<file path="config.mk">
export PLATFORM = sky130hd
export DESIGN_NAME = demux_route_ctrl
export DESIGN_NICKNAME = d
export VERILOG_FILES = /design/src/rtl/demux_route_ctrl.sv
export SDC_FILE = /design/constraint.sdc
export NUM_CORES = 1
export LEC_CHECK = 0
export BUFFER_PORTS_ARGS = -buffer_cell sky130_fd_sc_hd__buf_4
export CAP_MARGIN = 20
export CORE_MARGIN = 5
export CORE_UTILIZATION = 50
export DETAILED_ROUTE_END_ITERATION = 6
export GPL_TIMING_DRIVEN = 0
export PLACE_DENSITY = 0.72
export SLEW_MARGIN = 20
export SYNTH_ARGS = -nofsm -noshare
export SYNTH_HDL_FRONTEND = slang
export SYNTH_SLANG_ARGS = --single-unit
</file>
<file path="constraint.sdc">
create_clock -name clk -period 4.1 [get_ports clk]
set_input_delay 0.205 -clock clk [delete_from_list [all_inputs] [get_ports clk]]
set_output_delay 0.205 -clock clk [all_outputs]
set_load 0.02 [all_outputs]
</file>
<file path="src/rtl/demux_route_ctrl.sv">
`default_nettype none
// +----------------------------------------------------------------------------+
// | demux_route_ctrl                                                           |
// | Burst sequencer driving the 2-bit steering token (valid, right) of a demux.|
// | Optional per-side accept counters: define DEMUX_ROUTE_CTRL_STATS_EN.       |
// | Revision: 1.0                                                              |
// +----------------------------------------------------------------------------+
module demux_route_ctrl #(
   parameter int CW        = 8,
   parameter int SW        = 16,
   parameter int DEF_LEFT  = 1,
   parameter int DEF_RIGHT = 1
) (
   input  logic          clk,
   input  logic          rst_n,
   input  logic          en,
   input  logic          cfg_load,
   input  logic [CW-1:0] left_burst_in,
   input  logic [CW-1:0] right_burst_in,
   output logic [1:0]    go_right,
   input  logic          go_right_back_stop,
   output logic          cfg_busy,
   output logic [SW-1:0] left_count,
   output logic [SW-1:0] right_count
);

   localparam logic [1:0]    c_idle  = 2'd0;
   localparam logic [1:0]    c_left  = 2'd1;
   localparam logic [1:0]    c_right = 2'd2;
   localparam logic [CW-1:0] c_one   = {{(CW-1){1'b0}}, 1'b1};

   logic [1:0]    r_state;
   logic [CW-1:0] r_rem;
   logic [CW-1:0] r_lb;
   logic [CW-1:0] r_rb;
   logic [CW-1:0] r_pend_l;
   logic [CW-1:0] r_pend_r;
   logic          r_pend;

   logic [1:0]    w_state_nxt;
   logic [CW-1:0] w_rem_nxt;
   logic [CW-1:0] w_lb_nxt;
   logic [CW-1:0] w_rb_nxt;
   logic [CW-1:0] w_pend_l_nxt;
   logic [CW-1:0] w_pend_r_nxt;
   logic          w_pend_nxt;

   logic          w_valid;
   logic          w_accept;
   logic          w_boundary;
   logic          w_cfg_now;
   logic [CW-1:0] w_cfg_l;
   logic [CW-1:0] w_cfg_r;

   function automatic logic [1:0] start_state(input logic [CW-1:0] l, input logic [CW-1:0] r);
      if (l != '0)
         return c_left;
      else if (r != '0)
         return c_right;
      else
         return c_idle;
   endfunction

   // With both lengths zero this yields r == 0, matching the idle remainder.
   function automatic logic [CW-1:0] start_rem(input logic [CW-1:0] l, input logic [CW-1:0] r);
      return (l != '0) ? l : r;
   endfunction

   assign w_valid    = (r_state != c_idle);
   assign w_accept   = w_valid && !go_right_back_stop;
   assign w_boundary = !w_valid || w_accept;
   assign w_cfg_now  = r_pend || cfg_load;
   assign w_cfg_l    = cfg_load ? left_burst_in  : r_pend_l;
   assign w_cfg_r    = cfg_load ? right_burst_in : r_pend_r;

   always_comb begin
      w_state_nxt  = r_state;
      w_rem_nxt    = r_rem;
      w_lb_nxt     = r_lb;
      w_rb_nxt     = r_rb;
      w_pend_l_nxt = r_pend_l;
      w_pend_r_nxt = r_pend_r;
      w_pend_nxt   = r_pend;

      if (cfg_load) begin
         w_pend_l_nxt = left_burst_in;
         w_pend_r_nxt = right_burst_in;
         w_pend_nxt   = 1'b1;
      end

      // Nothing moves while a valid token is stalled; only pending config is captured.
      if (w_boundary) begin
         if (w_cfg_now) begin
            w_lb_nxt   = w_cfg_l;
            w_rb_nxt   = w_cfg_r;
            w_pend_nxt = 1'b0;
            if (en) begin
               w_state_nxt = start_state(w_cfg_l, w_cfg_r);
               w_rem_nxt   = start_rem(w_cfg_l, w_cfg_r);
            end else begin
               w_state_nxt = c_idle;
               w_rem_nxt   = '0;
            end
         end else if (!en) begin
            w_state_nxt = c_idle;
            w_rem_nxt   = '0;
         end else if (r_state == c_idle) begin
            w_state_nxt = start_state(r_lb, r_rb);
            w_rem_nxt   = start_rem(r_lb, r_rb);
         end else if (r_rem > c_one) begin
            w_rem_nxt = r_rem - c_one;
         end else if (r_state == c_left) begin
            if (r_rb != '0) begin
               w_state_nxt = c_right;
               w_rem_nxt   = r_rb;
            end else begin
               w_state_nxt = c_left;
               w_rem_nxt   = r_lb;
            end
         end else begin
            if (r_lb != '0) begin
               w_state_nxt = c_left;
               w_rem_nxt   = r_lb;
            end else begin
               w_state_nxt = c_right;
               w_rem_nxt   = r_rb;
            end
         end
      end
   end

   always_ff @(posedge clk or negedge rst_n) begin
      if (!rst_n) begin
         r_state  <= c_idle;
         r_rem    <= '0;
         r_lb     <= CW'(DEF_LEFT);
         r_rb     <= CW'(DEF_RIGHT);
         r_pend_l <= '0;
         r_pend_r <= '0;
         r_pend   <= 1'b0;
      end else begin
         r_state  <= w_state_nxt;
         r_rem    <= w_rem_nxt;
         r_lb     <= w_lb_nxt;
         r_rb     <= w_rb_nxt;
         r_pend_l <= w_pend_l_nxt;
         r_pend_r <= w_pend_r_nxt;
         r_pend   <= w_pend_nxt;
      end
   end

   assign go_right = {(r_state != c_idle), (r_state == c_right)};
   assign cfg_busy = r_pend;

`ifdef DEMUX_ROUTE_CTRL_STATS_EN
   localparam logic [SW-1:0] c_cnt_one = {{(SW-1){1'b0}}, 1'b1};

   logic [SW-1:0] r_left_count;
   logic [SW-1:0] r_right_count;

   always_ff @(posedge clk or negedge rst_n) begin
      if (!rst_n) begin
         r_left_count  <= '0;
         r_right_count <= '0;
      end else if (w_accept) begin
         if (r_state == c_left)
            r_left_count <= r_left_count + c_cnt_one;
         else
            r_right_count <= r_right_count + c_cnt_one;
      end
   end

   assign left_count  = r_left_count;
   assign right_count = r_right_count;
`else
   assign left_count  = '0;
   assign right_count = '0;
`endif

endmodule
`default_nettype wire
</file>
======== Word level (Yosys, flattened, before mapping) ========
Index checks and enable logic that the tools add are counted.
W data, S select, Z words.
storage, ports and cells
  bits in registers ....................... 43
  output and inout port bits .............. 35
  logic and storage cells ................. 51
  bits of input ports ..................... 21
cells by class
  eq/ne operators ......................... 3
  multiplexer cells ....................... 26
  $lt $le $gt $ge ......................... 1
  reduce and logical (&&, ||, !) cells .... 13
  add/subtract/negate cells ............... 1
operator list
  kind                   number
  $mux W8                11
  $reduce_bool A8 Y1     4
  $mux W2                12
  $gt A8 B1 Y1 const B   1
  $sub A8 B1 Y8 const B  1
  $ne A4 B4 Y1 const B   1
  $reduce_and A2 Y1      2
  $mux W1                3
  $eq A2 B1 Y1 const B   1
  $eq A2 B2 Y1 const B   1
  $logic_not A1 Y1       2
  $logic_not A2 Y1       1
  $logic_or A1 B1 Y1     2
  $reduce_bool A2 Y1     1
  $logic_and A1 B1 Y1    1

======== Logic depth before layout (Yosys ltp) ========
  depth after elaboration ................. 7
  gate-level depth with buffers ........... 8

======== Worst setup path before layout ========
No wires, ideal clock.
  path type ............................... register to register
  start ................................... reg r_rem[0]
  end ..................................... reg r_rem[3]
  arrival time ............................ 1.754 ns
  period minus slack after synthesis ...... 1.880 ns
  path slack .............................. 2.220 ns
  setup time .............................. 0.126 ns
  stages on the path, launching flop included .. 9
  buffers on the path ..................... 1
  data required time ...................... 3.974 ns
  cells stage by stage .................... dfrtp_1 -> inv_1 -> ha_1 -> or2_1 -> a31oi_1 -> buf_2 -> nand2_1 -> nor4b_1 -> a221o_1
between the ends
  cells in the longest elaborated chain, start to end .. 5
  elaborated cells between the ends (all ways) .. 6
RTL lines
  item                                           RTL line  source
  from (decl)                                    33        logic [CW-1:0] r_rem;
  from (signal assigned)                         143       r_rem <= w_rem_nxt;
  $sub A8 B1 Y8 or $gt A8 B1 Y1 (tied branches)  111, 110
  $mux W8 *                                      110       end else if (r_rem > c_one) begin
  $mux W8 *                                      107       end else if (r_state == c_idle) begin
  $mux W8 *                                      104       end else if (!en) begin
  $mux W8 *                                      93        if (w_cfg_now) begin
Every way passes the cells marked *; elsewhere a longest branch is shown, timed or not.
A chain may end at the register's enable or synchronous reset.

======== Worst setup path after layout ========
  start ................................... reg r_rem[0]
  end ..................................... reg r_rem[1]
Same word-level chain as after synthesis.

==> results.yml <==
global_routing:
  grt_start_max_net_pins: 44
  number_of_antenna_violations_at_the_first_check_in_global_routing: 0
  global_route_wire_length_before_repair_um: 9690
  grt.overflow.total: 0
  first_global_vias: 1956
  grt_usage_pct: 19.0
logic_synthesis:
  synth-seq-area-share_pct: 41.2
  asyncSetResetFlopFracSynth_pct: 100
  synthMuxAreaShare_pct: 7.07
  combinational_family_with_the_most_area_after_synthesis: "compound AO/OA/AOI/OAI gates"
  mappedNetlistArea_sq_um: 2620
  distinct_cells_synth: 58
  synth_compound_gate_area_share_pct: 19.0
  synth-adder-area-share_pct: 0.956
  parity_gate_share_of_the_synthesized_area_counting_xor_and_xnor_cells_pct: 1.00
  syn-mean-instance-area_sq_um: 9.52
  ys_ff_latch: 43
  synth-simple-area-share_pct: 16.6
  synthDominantAreaCellType: "dfrtp_1"
  dominantRegCellSynth: "dfrtp_1"
  synth_warnings: 0
  synth_enable_flop_cells: 0
  synth.top_cells.by_area: "dfrtp_1 (39%), buf_4 (10%), mux2i_1 (6.1%), nand2_1 (3.6%), a221o_1 (2.7%)"
  number_of_cells_produced_by_synthesis: 275
  synth_top_area_share_pct: 39.2
timing:
  layout_worst_path_cycle_share_pct: 54.8
  timing.fmax_mhz: 445
  final.min_clock_period_ns: 2.25
  rsz0062_at_grt: "no"
  clock-skew-final_ns: 0.00767
  finalHoldViolations: 0
  setup_tns_ns: 0
  setup_viol: 0
  slew_headroom_pct: 63.7
  max_slew.worst_pin.slew_ns: 0.544
  final_max_slew_viol_count: 0
floorplan:
  std_cell_rows: 26
  die_w_um: 82.4
  height_of_the_chip_um: 82.4
  dieArea_sq_um: 6780
  floorplan.initialDensity_pct: 51.2
  boundaryPins: 56
  core_region_area_sq_um: 5110
placed_design:
  hpwl_um: 4780
  numPortBuffers: 22
  gp_congestion: 0.919
layout:
  antennaDiodeCount: 0
  layout_commonest_cell: "buf_4"
  nFillCells: 474
  nNetsFinal: 359
  postLayoutCoreUtil_pct: 60.3
  final_cell_mix: "buf_4 (57), dfrtp_1 (41), conb_1 (32)"
  ratio_of_cells_with_drive_above_1_in_the_final_layout_pct: 24.6
  syn_to_final_growth_pct: 17.7
power_and_ir_drop:
  cellInternalPower_mw: 1.07
  power_frac_comb_pct: 46.6
  sw_frac_of_total_pct: 43.7
  powerDensity_nw_per_um2: 619
  switching_power_mw: 0.834
  power.sequential.fraction_pct: 39.4
  leakage_nw: 1.48
  clockPowerShare_pct: 14.0
  peakVddDrop_mv: 0.320
run_status:
  run_status: "finished, final reports clean"
drt:
  wl_per_cell_um: 14.9
  routed-via-count: 2144
  route.detailed.vias_per_inst: 5.27
  route.antenna.remaining_nets: 0
  detailedRoute.firstPassIterationCount: 4
  drcViolationCount: 0
  first_iter_violations: 183
  totalWireLength_um: 6060
setup_path:
  crit_required_ns: 4.33
  cp_data_arrival_time_ns: 2.47
  worstReg2RegStart: "r_rem[0]"
  crit_path_end_kind: "flip-flop"
  critPathLaunchType: "flip-flop"
  critical_path.reg2reg.endpoint: "r_rem[1]"
  worst_r2r_path_depth: 8
  crit_type: "flip-flop to flip-flop"
  r2r_setup_slack_ns: 1.85
  maximum_fanout_along_the_worst_path: 10
clock_network:
  holdBufCountCts: 1
  worst_skew_pair.late_latency_ns: 0.29
  cts.path.max_buffers: 2
  tritoncts: "done"
  post_cts_buffers: 0
  cts_max_level: 2
  clock_sink_count: 43
  cts_inserted_buffers: 5
  post_cts_resized: 0
  clkTransAtPathRegs_ns: 0.08
  cts_root_buf: "clkbuf_8"
worst_hold_path:
  hold_path_depth: 3
  min_delay_worst_endpoint: "r_pend_l[5]"
  hold_class: "primary input to flip-flop"
  hold_path_startpoint: "left_burst_in[5]"
job:
  max_cap_violations: 0
## kinds of logic after synthesis
kind of cell | after synthesis
and+or+nand+nor | 80
AOI/OAI and AO/OA | 68
buffers and inverters | 60
DFF | 43
muxes | 18
xor gates and xnor gates | 3
adders and majority gates | 2
other | 1
## cell usage after synthesis, types with 6 or more instances
master,number
a211oi_1,6
dfrtp_1,41
a21oi_1,7
o21ai_1,12
nand2_1,25
a221o_1,7
mux2i_1,16
o21ai_0,11
buf_4,35
inv_1,17
nor3_1,10
nor2_1,13
## how the worst max path moves through the flow
stage / end / start / cells past startpoint
after floorplan: r_rem[3] / r_rem[0] / 8
after global placement: r_rem[3] / r_rem[0] / 8
after detailed placement: r_rem[1] / r_rem[0] / 8
after CTS: r_rem[1] / r_rem[0] / 8
after global routing: r_rem[1] / r_rem[0] / 8
final: r_rem[1] / r_rem[0] / 8
## layout make-up
type	instances	area (sq um)	share of cell area [%]
inverters	19	71.3	2.31
plain buffers	41	294	9.54
clock buffers	6	72.6	2.35
well taps	70	87.6	2.84
clock inverters	2	12.5	0.406
repair buffers	23	175	5.68
multi-input cells	203	1290	41.9
flip-flops and latches	43	1080	35.0
## metal layers
layer | wire (um) | global-route usage [%]
met4 | 112 | 6.31
met2 | 3050 | 32.4
met5 | 0 | 0
met3 | 292 | 2.82
met1 | 2610 | 24.5
## sequential cells by signal, summed over array words and instances, names as in the netlist
name,flops
cfg_busy,1
r_lb,8
r_pend_l,8
r_pend_r,8
r_rb,8
r_rem,8
r_state,2
## worst max-delay path, stage by stage (launching register included)
cell and delay [ns]:
dfrtp_1 0.45, inv_1 0.07, ha_1 0.23, or2_1 0.28
a31oi_1 0.32, buf_2 0.29, o32ai_1 0.13, a221oi_1 0.28
a221o_1 0.16
## through the flow
| stage | power [mW] | instance area, sq um | setup slack, ns | instances | hold WS (ns) |
|---|---|---|---|---|---|
| after floorplan | 1.40 | 2730 | 2.22 | 306 | -0.0906 |
| after global placement | 1.61 | 2990 | 1.96 | 398 | 0.225 |
| after detailed placement | 1.63 | 2990 | 1.93 | 398 | 0.233 |
| after CTS | 1.90 | 3080 | 1.90 | 407 | 0.171 |
| after global routing | 2.04 | 3080 | 1.71 | 407 | 0.188 |
| final | 1.91 | 3080 | 1.85 | 407 | 0.180 |
## power groups by stage
stage	Combinational (mW)	Clock [mW]	Sequential [mW]
after detailed placement	0.876	0	0.754
after global placement	0.863	0	0.748
after floorplan	0.698	0	0.701
after global routing	0.979	0.294	0.771
final	0.889	0.267	0.752
after CTS	0.885	0.271	0.746
(Power assumes the default switching activity.)
